## config.mk

```make
export PLATFORM = sky130hd
export DESIGN_NAME = uart_rx_fsm_flat
export DESIGN_NICKNAME = d
export VERILOG_FILES = /design/src/rtl/uart_rx_fsm_if.sv /design/src/rtl/uart_rx_fsm.sv /design/src/flat_wrapper.sv
export SDC_FILE = /design/constraint.sdc
export NUM_CORES = 1
export LEC_CHECK = 0
export ABC_CLOCK_PERIOD_IN_PS = 1900
export CORE_MARGIN = 3
export CORE_UTILIZATION = 30
export DETAILED_ROUTE_END_ITERATION = 12
export SLEW_MARGIN = 20
export SYNTH_ARGS = -nofsm -noshare
export SYNTH_HDL_FRONTEND = slang
export SYNTH_SLANG_ARGS = --single-unit
```

## constraint.sdc

```tcl
create_clock -name clk -period 1.9 [get_ports clk]
set_input_delay 0.38 -clock clk [delete_from_list [all_inputs] [get_ports clk]]
set_output_delay 0.38 -clock clk [all_outputs]
set_load 0.1 [all_outputs]
```

## src/rtl/uart_rx_fsm_if.sv

```systemverilog
// Host-side receive bundle of uart_rx_fsm: received byte, completion strobe, error flags, busy.
// The receiver drives it through the master modport; the UART status/data registers read it through the slave modport.
interface uart_rx_fsm_if;
   logic [7:0] rx_data;
   logic       rx_valid;
   logic       parity_err;
   logic       frame_err;
   logic       rx_busy;

   modport master (
      output rx_data,
      output rx_valid,
      output parity_err,
      output frame_err,
      output rx_busy
   );

   modport slave (
      input rx_data,
      input rx_valid,
      input parity_err,
      input frame_err,
      input rx_busy
   );
endinterface

```

## src/rtl/uart_rx_fsm.sv

```systemverilog
// UART receiver: oversampled start/data/parity/stop recovery with a one-cycle completion strobe.
// Define UART_RX_PARITY_EN to build in the even-parity bit; otherwise a frame is start, 8 data bits and stop.
//
// state  | meaning
// IDLE   | line idle; waiting for a low level while armed
// START  | qualifying the start bit at its mid-point
// DATA   | sampling 8 data bits LSB first
// PARITY | sampling the even-parity bit (UART_RX_PARITY_EN only)
// STOP   | sampling the stop bit, then publishing the frame
module uart_rx_fsm #(
   parameter int OVERSAMPLE = 16
) (
   input  logic          clk,
   input  logic          rstn,
   input  logic          baud_tick,
   input  logic          rx,
   uart_rx_fsm_if.master host
);

   localparam int              SW        = $clog2(OVERSAMPLE);
   localparam logic [SW-1:0]   SCNT_HALF = SW'(OVERSAMPLE / 2 - 1);
   localparam logic [SW-1:0]   SCNT_FULL = SW'(OVERSAMPLE - 1);

   typedef enum logic [2:0] {
      IDLE,
      START,
      DATA,
`ifdef UART_RX_PARITY_EN
      PARITY,
`endif
      STOP
   } state_t;

   state_t        state;
   state_t        state_nxt;

   logic          rx_meta;
   logic          rxs;
   logic [SW-1:0] scnt;
   logic [2:0]    bcnt;
   logic [7:0]    data_sr;
   logic          armed;

   logic          scnt_clr;
   logic          bit_smp;
   logic          stop_smp;

   logic [7:0]    rx_data_q;
   logic          rx_valid_q;
   logic          frame_err_q;

`ifdef UART_RX_PARITY_EN
   logic          par_smp;
   logic          perr;
   logic          parity_err_q;
`endif

   // rx is asynchronous to clk; reset to the idle level so no false start follows reset
   always_ff @(posedge clk or negedge rstn) begin
      if (!rstn) begin
         rx_meta <= 1'b1;
         rxs     <= 1'b1;
      end else begin
         rx_meta <= rx;
         rxs     <= rx_meta;
      end
   end

   always_ff @(posedge clk or negedge rstn) begin
      if (!rstn) begin
         state <= IDLE;
      end else begin
         state <= state_nxt;
      end
   end

   always_comb begin
      state_nxt = state;
      scnt_clr  = 1'b0;
      bit_smp   = 1'b0;
      stop_smp  = 1'b0;
`ifdef UART_RX_PARITY_EN
      par_smp   = 1'b0;
`endif
      case (state)
         IDLE: begin
            scnt_clr = 1'b1;
            if (!rxs && armed) begin
               state_nxt = START;
            end
         end
         START: begin
            if (baud_tick && (scnt == SCNT_HALF)) begin
               scnt_clr  = 1'b1;
               state_nxt = rxs ? IDLE : DATA;
            end
         end
         DATA: begin
            if (baud_tick && (scnt == SCNT_FULL)) begin
               bit_smp = 1'b1;
               if (bcnt == 3'd7) begin
`ifdef UART_RX_PARITY_EN
                  state_nxt = PARITY;
`else
                  state_nxt = STOP;
`endif
               end
            end
         end
`ifdef UART_RX_PARITY_EN
         PARITY: begin
            if (baud_tick && (scnt == SCNT_FULL)) begin
               par_smp   = 1'b1;
               state_nxt = STOP;
            end
         end
`endif
         STOP: begin
            if (baud_tick && (scnt == SCNT_FULL)) begin
               stop_smp  = 1'b1;
               state_nxt = IDLE;
            end
         end
         default: begin
            state_nxt = IDLE;
         end
      endcase
   end

   // scnt is realigned to the start-bit mid-point, so every later wrap lands mid-bit
   always_ff @(posedge clk or negedge rstn) begin
      if (!rstn) begin
         scnt <= '0;
         bcnt <= 3'd0;
      end else if (scnt_clr) begin
         scnt <= '0;
         bcnt <= 3'd0;
      end else if (baud_tick) begin
         scnt <= scnt + 1'b1;
         if (bit_smp) begin
            bcnt <= bcnt + 3'd1;
         end
      end
   end

   always_ff @(posedge clk or negedge rstn) begin
      if (!rstn) begin
         data_sr <= 8'h00;
      end else if (bit_smp) begin
         data_sr[bcnt] <= rxs;
      end
   end

`ifdef UART_RX_PARITY_EN
   always_ff @(posedge clk or negedge rstn) begin
      if (!rstn) begin
         perr <= 1'b0;
      end else if (par_smp) begin
         perr <= (^data_sr) ^ rxs;
      end
   end
`endif

   // A low stop bit disarms start detection until the line has been seen high,
   // so a break produces one errored frame instead of a stream of them.
   always_ff @(posedge clk or negedge rstn) begin
      if (!rstn) begin
         armed <= 1'b1;
      end else if (stop_smp && !rxs) begin
         armed <= 1'b0;
      end else if ((state == IDLE) && rxs) begin
         armed <= 1'b1;
      end
   end

   always_ff @(posedge clk or negedge rstn) begin
      if (!rstn) begin
         rx_data_q    <= 8'h00;
         rx_valid_q   <= 1'b0;
         frame_err_q  <= 1'b0;
`ifdef UART_RX_PARITY_EN
         parity_err_q <= 1'b0;
`endif
      end else begin
         rx_valid_q <= stop_smp;
         if (stop_smp) begin
            rx_data_q    <= data_sr;
            frame_err_q  <= ~rxs;
`ifdef UART_RX_PARITY_EN
            parity_err_q <= perr;
`endif
         end
      end
   end

   assign host.rx_data    = rx_data_q;
   assign host.rx_valid   = rx_valid_q;
   assign host.frame_err  = frame_err_q;
   assign host.rx_busy    = (state != IDLE);
`ifdef UART_RX_PARITY_EN
   assign host.parity_err = parity_err_q;
`else
   assign host.parity_err = 1'b0;
`endif

endmodule
```

## src/flat_wrapper.sv

```systemverilog
// flat-port wrapper written by rule: the top's interface ports become plain ports
module uart_rx_fsm_flat 
#(
   parameter int OVERSAMPLE = 16
)
  (clk, rstn, baud_tick, rx, host_rx_data, host_rx_valid, host_parity_err, host_frame_err, host_rx_busy);
  uart_rx_fsm_if host_i ();
  input  logic clk;
  input  logic rstn;
  input  logic baud_tick;
  input  logic rx;
  output wire logic [$bits(host_i.rx_data)-1:0] host_rx_data;
  output wire logic [$bits(host_i.rx_valid)-1:0] host_rx_valid;
  output wire logic [$bits(host_i.parity_err)-1:0] host_parity_err;
  output wire logic [$bits(host_i.frame_err)-1:0] host_frame_err;
  output wire logic [$bits(host_i.rx_busy)-1:0] host_rx_busy;
  assign host_rx_data = host_i.rx_data;
  assign host_rx_valid = host_i.rx_valid;
  assign host_parity_err = host_i.parity_err;
  assign host_frame_err = host_i.frame_err;
  assign host_rx_busy = host_i.rx_busy;
  uart_rx_fsm #(.OVERSAMPLE(OVERSAMPLE)) u_core (.clk(clk), .rstn(rstn), .baud_tick(baud_tick), .rx(rx), .host(host_i));
endmodule
```

Word level (Yosys, flattened, before mapping)
Index checks and enable logic that the tools add are counted.
{"block": "totals", "reg_bits": 31, "in_bits": 4, "out_inout_bits": 12, "word_cells": 62}
{"block": "op_classes", "addsub": 2, "magnitude_cmp": 2, "n_eq_ne": 11, "n_mux": 22, "bitwise": 1, "n_reduce_logical": 14}
{"operator": "$mux W3", "n": 8}
{"operator": "$pmux W3 S4", "n": 1}
{"operator": "$ne A2 B1 Y1 const B", "n": 5}
{"operator": "$bwmux W8", "n": 1}
{"operator": "$mux W4", "n": 2}
{"operator": "$mux W1", "n": 7}
{"operator": "$eq A3 B2 Y1 const B", "n": 2}
{"operator": "$logic_and A1 B1 Y1", "n": 6}
{"operator": "$reduce_bool A2 Y1", "n": 3}
{"operator": "$reduce_and A5 Y1", "n": 1}
{"operator": "$add A4 B1 Y4 const B", "n": 1}
{"operator": "$eq A4 B3 Y1 const B", "n": 1}
{"operator": "$eq A4 B4 Y1 const B", "n": 1}
{"operator": "$lt A3 B4 Y1 const B", "n": 1}
{"operator": "$add A3 B1 Y3 const B", "n": 1}
{"operator": "$demux W1 S3", "n": 1}
{"operator": "$eq A3 B1 Y1 const B", "n": 1}
{"operator": "$eq A3 B3 Y1 const B", "n": 1}
{"operator": "$ge A3 B1 Y1 const B", "n": 1}
{"operator": "$logic_not A3 Y1", "n": 1}
{"operator": "$reduce_bool A3 Y1", "n": 1}
{"operator": "$mux W2", "n": 1}
{"operator": "$pmux W1 S2", "n": 1}
{"operator": "$reduce_and A2 Y1", "n": 1}
{"operator": "2 further kinds", "n": 2}

Depth between registers and ports, before layout
Gate-level depths: netlist of run 1.
{"block": "logic_depth", "depth_word": 7, "mapped_depth": 6}

Worst setup path after synthesis of run 1
Ideal clock, no wire load.
{"block": "synth_timing", "path_type": "register to register", "startpoint": "register u_core.scnt[0]", "endpoint": "register u_core.rx_data_q[0] (netlist: u_core.host.rx_data[0])", "setup_ps": 126, "arrival_ps": 1558, "setup_slack_ps": 216, "path_stages_with_launch": 7, "synth_period_minus_slack_ps": 1684, "path_cell_list": "dfrtp_1 -> ha_1 -> and4_1 -> buf_6 -> and3_4 -> buf_12 -> mux2_4"}
{"block": "synth_between", "elab_chain_len": 4}
{"element": "start, declared", "line": "uart_rx_fsm.sv:39", "source": "logic [SW-1:0] scnt;"}
{"element": "start signal, assigned", "line": "uart_rx_fsm.sv:139", "source": "scnt <= scnt + 1'b1;"}
{"element": "$eq A4 B4 Y1", "line": "uart_rx_fsm.sv:119", "source": "if (baud_tick && (scnt == SCNT_FULL)) begin"}
{"element": "$logic_and A1 B1 Y1", "line": "uart_rx_fsm.sv:119"}
{"element": "$mux W1", "line": "uart_rx_fsm.sv:119"}
{"element": "$mux W1", "line": "uart_rx_fsm.sv:85", "source": "case (state)"}
{"element": "via u_core.stop_smp", "line": "uart_rx_fsm.sv:46", "source": "logic stop_smp;"}
{"element": "end signal, assigned", "line": "uart_rx_fsm.sv:187", "source": "rx_data_q <= data_sr;"}
{"element": "end, declared", "line": "uart_rx_fsm.sv:48", "source": "logic [7:0] rx_data_q;"}
The timed path passes the listed nets, and every way through them passes these cells.
A chain may end at the register's enable or synchronous reset.

Worst setup path in the final report of run 1
{"block": "layout_timing", "startpoint": "register u_core.scnt[0]", "endpoint": "register u_core.data_sr[5]"}
{"block": "layout_between", "elab_chain_len": 4}
{"element": "$eq A4 B4 Y1", "line": "uart_rx_fsm.sv:99", "source": "if (baud_tick && (scnt == SCNT_FULL)) begin"}
{"element": "$logic_and A1 B1 Y1", "line": "uart_rx_fsm.sv:99"}
{"element": "$mux W1", "line": "uart_rx_fsm.sv:99"}
{"element": "$mux W1", "line": "uart_rx_fsm.sv:85"}
{"element": "end signal, assigned by index", "line": "uart_rx_fsm.sv:150", "source": "data_sr[bcnt] <= rxs;"}
{"element": "end, declared", "line": "uart_rx_fsm.sv:41", "source": "logic [7:0] data_sr;"}
Every way passes these cells.

==> results of run 1 <==
[path summary, 6_finish.rpt]
kind / start / endpoint / slack [ns] / cells past startpoint
worst max-delay path: u_core.scnt[0] / u_core.data_sr[5] / 0.19 / 4
worst min-delay path: u_core.rx_meta / u_core.rxs / 0.36 / 0
worst max register to register: u_core.scnt[0] / u_core.data_sr[5] / 0.19 / 4
worst min register to register: u_core.rx_meta / u_core.rxs / 0.36 / 0
max in group asynchronous: rstn / u_core.rx_meta / 1.10 / 2
min in group asynchronous: rstn / u_core.host.rx_data[0] / 0.48 / 2
[per-stage QoR]
stage          instances  worst slack, ns  hold slack (ns)  instance area [um2]
2_1_floorplan        109            0.216           0.0844                 1400
5_1_grt              179           0.0329            0.366                 1690
3_5_place_dp         171           -0.155            0.350                 1580
4_1_cts              179            0.154            0.359                 1670
3_3_place_gp         171           -0.100            0.347                 1580
6_report             179            0.185            0.356                 1690
[sequential cells by signal (all words and copies together), names as in the netlist]
| name | cells |
|---|---|
| u_core.armed | 1 |
| u_core.bcnt | 3 |
| u_core.data_sr | 8 |
| u_core.host.frame_err | 1 |
| u_core.host.rx_data | 8 |
| u_core.host.rx_valid | 1 |
| u_core.rx_meta | 1 |
| u_core.rxs | 1 |
| u_core.scnt | 4 |
| u_core.state | 2 |
[final cells by class]
class | count | share of cell area
flip-flops and latches | 30 | 0.448
multi-input cells | 65 | 0.337
repair buffers | 19 | 0.111
clock buffers | 7 | 0.0512
well taps | 52 | 0.0386
inverters | 5 | 0.0111
clock inverters | 1 | 0.00297
[worst register-to-register path, stage by stage (launching register included)]
cell	delay, ns
dfrtp_1	0.38
ha_1	0.25
nand4_1	0.28
nor4b_2	0.34
mux2_2	0.36
[layer usage]
layer / global-route usage / share of wire / up-vias / wire (um)
met5: 0 / 0 / - / 0
met4: 0.0415 / 0.023 / 0 / 55
met3: 0.0486 / 0.051 / 5 / 122
met2: 0.155 / 0.47 / 17 / 1120
met1: 0.126 / 0.46 / 438 / 1090
li1: - / - / 419 / -
[power by group through the flow]
| stage | logic [mW] | clock network (mW) | registers [mW] |
|---|---|---|---|
| 2_1_floorplan | 0.270 | 0 | 0.805 |
| 3_3_place_gp | 0.355 | 0 | 0.803 |
| 3_5_place_dp | 0.366 | 0 | 0.808 |
| 4_1_cts | 0.370 | 0.538 | 0.798 |
| 5_1_grt | 0.400 | 0.589 | 0.814 |
| 6_report | 0.364 | 0.522 | 0.798 |
[cell families after synthesis]
group	count (synthesis)	synth area share
mux	18	0.162
fa+ha+maj	3	0.0268
xor+xnor	3	0.0188
simple gates	29	0.129
compound gates	11	0.0581
buf+inv	14	0.0643
flops	30	0.539
other cells	1	0.00268
[cells in the final DEF (no fill, tap or decap), drive strengths merged, types with 2 or more instances in the layout]
cell and n:
a22o 4, nand4b 2, nand2 3, mux2 16, ha 3, a21oi 2, and3 2, nand4 4
xor2 2, dfstp 3, o21ai 2, nor3 2, nor4 2, inv 5, mux2i 2, dfrtp 27
clkbuf 7, nand3 2, buf 16, clkdlybuf4s50 3, nor2 6
==> reports/qor.yml, run 1 <==
outcome:
  status: "complete, no violations"
worst_setup_path:
  critPathMaxFanout: 6
  critPathTopFamily: "simple AND/OR/NAND/NOR gates"
  worstSetupPathType: "flip-flop to flip-flop"
  cp_slowest_stage_delay_ns: 0.38
  critPathArrivalTime_ns: 1.88
  worst_setup_path_start_kind: "flip-flop"
  path_cells: "ha_1, nand4_1, nor4b_2, mux2_2"
  cp-end-kind: "flip-flop"
  crit_buf_inv: 0
  cp_slowest_cell: "dfrtp_1"
  critPathRequiredTime_ns: 2.07
power:
  p_sw_frac: 0.319
  power_frac_seq: 0.474
  finalPower_mw: 1.68
  p_per_area_mw_per_mm2: 999
  vdd_drop_max_v: 0.000376
  pwr-share-comb: 0.216
  p_leak_nw: 0.786
  power.switching_mw: 0.536
  p_int_mw: 1.15
  p_clk_frac: 0.310
synthesis:
  synthFlopType: "dfrtp_1"
  synth_common_cells: "27 x dfrtp_1, 9 x mux2_2, 7 x mux2_4, 6 x nor2_1, 5 x inv_1"
  synthArstFlopShare: 1.00
  netlist.area_leader.share: 0.483
  synth_nets: 116
  synth_seq_cells: 30
  yosysUniqueCellTypes: 37
  synth_area_mm2: 0.00140
  yosysTopAreaCell: "dfrtp_1"
  syn_avg_cell_area_um2: 12.8
  yosys-top-cells-area: "dfrtp_1 48%, mux2_4 7.5%, mux2_2 7.2%"
  yosysMostFrequentCell: "dfrtp_1"
  synth-seq-area-share: 0.539
  synth_edf_count: 0
  synth_cells: 109
  yosysWarnings: 0
clock_network:
  cts-root-buf: "clkbuf_8"
  cts_buffer_depth: 2
  path_clk_slew_ns: 0.06
  postCtsSetupRepairBufs: 0
  clock-sinks: 30
  ctsHoldBuffers: 0
  cts_made_buffers: 5
  cts_htree_levels: 2
  clk_latency_ns: 0.28
  cts_resized: 0
  cts_tree: "yes"
layout:
  seqCellArea_um2: 754
  diodes: 0
  fin_nets: 133
  syn_to_final_growth_pct: 20.4
  fill_cells: 430
  multi_input_area_um2: 568
  final_util: 0.379
  drive_above_1_share: 0.386
hold_path:
  hp-class: "flip-flop to flip-flop"
global_routing:
  grt_pass1_wl_um: 4140
  antenna_found_initial: 0
  grt_max_degree: 31
  grt-ovfl-total: 0
  grt_pass1_vias: 882
  track_usage: 0.102
placement:
  gp_congestion: 0.736
  io_buffers: 14
  dp_hpwl_um: 1610
sta:
  finalCritPeriodShare: 0.903
  slew_violations: 0
  fmax_ghz: 0.583
  fin_skew_ns: 0.00325
  hold_violations: 0
  setup_viol: 0
  finalCriticalPeriod_ns: 1.71
  finalSetupTns_ns: 0
  rsz0062_at_grt: "no"
drt:
  first_pass_iters: 4
  first_iter_violations: 74
  vias: 879
  wl_per_cell_um: 13.3
  drc: 0
  ant_nets: 0
  drt_wl_total_um: 2390
  viasPerCell: 4.91
floorplanning:
  fp.coreArea_mm2: 0.00444
  pin_count: 16
  dieHeight_um: 74.3
  die-area_mm2: 0.00552
  die_width_um: 74.3
  row_count: 24
  start_util: 0.315
job:
  maxCapViolations: 0
No activity file was read; power rests on OpenSTA's default activity.
==> run 2, diff against run 1 <==
CORE_ASPECT_RATIO = 0.9   (was unset)
MAX_ROUTING_LAYER = met4   (was unset)
==> reports/qor.yml, run 2 (synthesis gave the netlist of run 1 again) <==
worst_setup_path:
  r2r_cells: 4  # unchanged
  cp_slowest_stage_delay_ns: 0.38  # about the same
  critPathMaxFanout: 5  # was 6
  worst_setup_path_start_kind: "flip-flop"  # unchanged
  reg2reg_to: "u_core.data_sr[5]"  # unchanged
  worstSetupPathType: "flip-flop to flip-flop"  # unchanged
  critPathRequiredTime_ns: 2.06  # was 2.07 ns
  r2r_start: "u_core.scnt[0]"  # unchanged
  critPathTopFamily: "simple AND/OR/NAND/NOR gates"  # unchanged
  critPathArrivalTime_ns: 1.84  # was 1.88 ns
  r2r_slack_ns: 0.22  # was 0.19 ns
  cp_slowest_cell: "dfrtp_1"  # unchanged
  startpoint: "u_core.scnt[0]"  # unchanged
  crit_buf_inv: 0  # unchanged
  path_cells: "ha_1, nand4_1, nor4b_1, mux2_2"  # was ha_1, nand4_1, nor4b_2, mux2_2
  cp-end-kind: "flip-flop"  # unchanged
placement:
  io_buffers: 14  # unchanged
  place_inst: 180  # was 171
  dp_hpwl_um: 1710  # was 1610 um
  gp_congestion: 0.802  # was 0.736
  dpl_cell_area_mm2: 0.00169  # was 0.00158 mm2
drt:
  first_iter_violations: 24  # was 74
  drc: 0  # unchanged
  viasPerCell: 4.55  # was 4.91
  first_pass_iters: 4  # unchanged
  vias: 856  # was 879
  wl_per_cell_um: 12.8  # was 13.3 um
  drt_wl_total_um: 2410  # was 2390 um
  ant_nets: 0  # unchanged
floorplanning:
  row_count: 22  # was 24
  die_width_um: 78.0  # was 74.3 um
  fp.coreArea_mm2: 0.00429  # was 0.00444 mm2
  die-area_mm2: 0.00552  # about the same
  start_util: 0.326  # was 0.315
  dieHeight_um: 70.8  # was 74.3 um
  pin_count: 16  # unchanged
power:
  p_sw_frac: 0.314  # was 0.319
  pwr-share-comb: 0.222  # was 0.216
  finalPower_mw: 1.69  # was 1.68 mW
  p_clk_frac: 0.302  # was 0.310
  vdd_drop_max_v: 0.000330  # was 0.000376 V
  p_leak_nw: 0.813  # was 0.786 nW
  p_int_mw: 1.16  # was 1.15 mW
  power_frac_seq: 0.476  # was 0.474
  p_per_area_mw_per_mm2: 953  # was 999 mW/mm2
  power.switching_mw: 0.532  # was 0.536 mW
layout:
  drive_above_1_share: 0.375  # was 0.386
  multi_input_area_um2: 556  # was 568 um2
  seqCellArea_um2: 754  # unchanged
  final_util: 0.414  # was 0.379
  finish.instance_area_mm2: 0.00178  # was 0.00169 mm2
  fin_nets: 134  # was 133
  syn_to_final_growth_pct: 27.0  # was 20.4%
  final_cell_mix: "27 x dfrtp_1, 10 x buf_12, 9 x mux2_2, 7 x mux2_4, 7 x buf_4"  # was 27 x dfrtp_1, 13 x buf_4, 9 x mux2_2, 7 x mux2_4
  final_common_cell: "dfrtp_1"  # unchanged
  diodes: 0  # unchanged
  fill_cells: 420  # was 430
  final-instance-count-excl-fill: 188  # was 179
global_routing:
  track_usage: 0.100  # was 0.102
  grt_pass1_vias: 902  # was 882
  antenna_found_initial: 0  # unchanged
  grt_pass1_wl_um: 4140  # unchanged
  grt_max_degree: 31  # unchanged
  grt-ovfl-total: 0  # unchanged
sta:
  finalSetupTns_ns: 0  # unchanged
  finalCritPeriodShare: 0.886  # was 0.903
  hold_violations: 0  # unchanged
  setup_viol: 0  # unchanged
  finalCriticalPeriod_ns: 1.68  # was 1.71 ns
  slew_violations: 0  # unchanged
  fmax_ghz: 0.594  # was 0.583 GHz
  rsz0062_at_grt: "no"  # unchanged
  fin_skew_ns: 0.00223  # was 0.00325 ns
hold_path:
  min_to: "u_core.rxs"  # unchanged
  hold_path_startpoint: "u_core.rx_meta"  # unchanged
  hold_depth: 0  # unchanged
  hp-class: "flip-flop to flip-flop"  # unchanged
clock_network:
  clk_latency_ns: 0.27  # was 0.28 ns
  ctsHoldBuffers: 0  # unchanged
  cts-root-buf: "clkbuf_8"  # unchanged
  clock-sinks: 30  # unchanged
  postCtsSetupRepairBufs: 0  # unchanged
  cts_made_buffers: 5  # unchanged
  cts_tree: "yes"  # unchanged
  cts_buffer_depth: 2  # unchanged
  path_clk_slew_ns: 0.06  # about the same
  cts_htree_levels: 2  # unchanged
  cts_resized: 0  # unchanged
job:
  maxCapViolations: 0  # unchanged
outcome:
  status: "complete, no violations"  # unchanged
==> run 2: metal layers <==
| layer | track usage | share of wire |
|---|---|---|
| met1 | 0.122 | 0.49 |
| met2 | 0.144 | 0.45 |
| met5 | - | 0 |
| met4 | 0.0680 | 0.024 |
| met3 | 0.0280 | 0.035 |
==> run 2: how the worst max path moves through the flow <==
stage	cells past startpoint	slack, ns	endpoint
floorplan	6	0.22	u_core.host.rx_data[0]
global placement	4	-0.008	u_core.data_sr[5]
detailed placement	4	-0.03	u_core.data_sr[5]
CTS	4	0.20	u_core.data_sr[5]
global route	4	0.12	u_core.data_sr[5]
finish	4	0.22	u_core.data_sr[5]
==> run 2: power by group through the flow <==
stage	logic, mW	registers, mW	clock network, mW
after floorplan	0.270	0.805	0
after global routing	0.408	0.820	0.568
after detailed placement	0.380	0.816	0
after CTS	0.381	0.804	0.540
after global placement	0.365	0.810	0
final	0.376	0.807	0.512
==> run 2: layout make-up <==
| cell class | instances | area share |
|---|---|---|
| clock inverter | 1 | 0.00281 |
| clock buffer | 7 | 0.0486 |
| timing repair buffer | 20 | 0.159 |
| inverter | 5 | 0.0106 |
| multi-input combinational | 65 | 0.312 |
| sequential | 30 | 0.424 |
| tap | 60 | 0.0422 |
==> run 2: per-stage QoR <==
step                hold WS (ns)  worst slack [ns]
floorplan                 0.0844             0.216
global placement           0.347          -0.00816
detailed placement         0.351           -0.0318
CTS                        0.358             0.196
global route               0.372             0.123
finish                     0.359             0.216
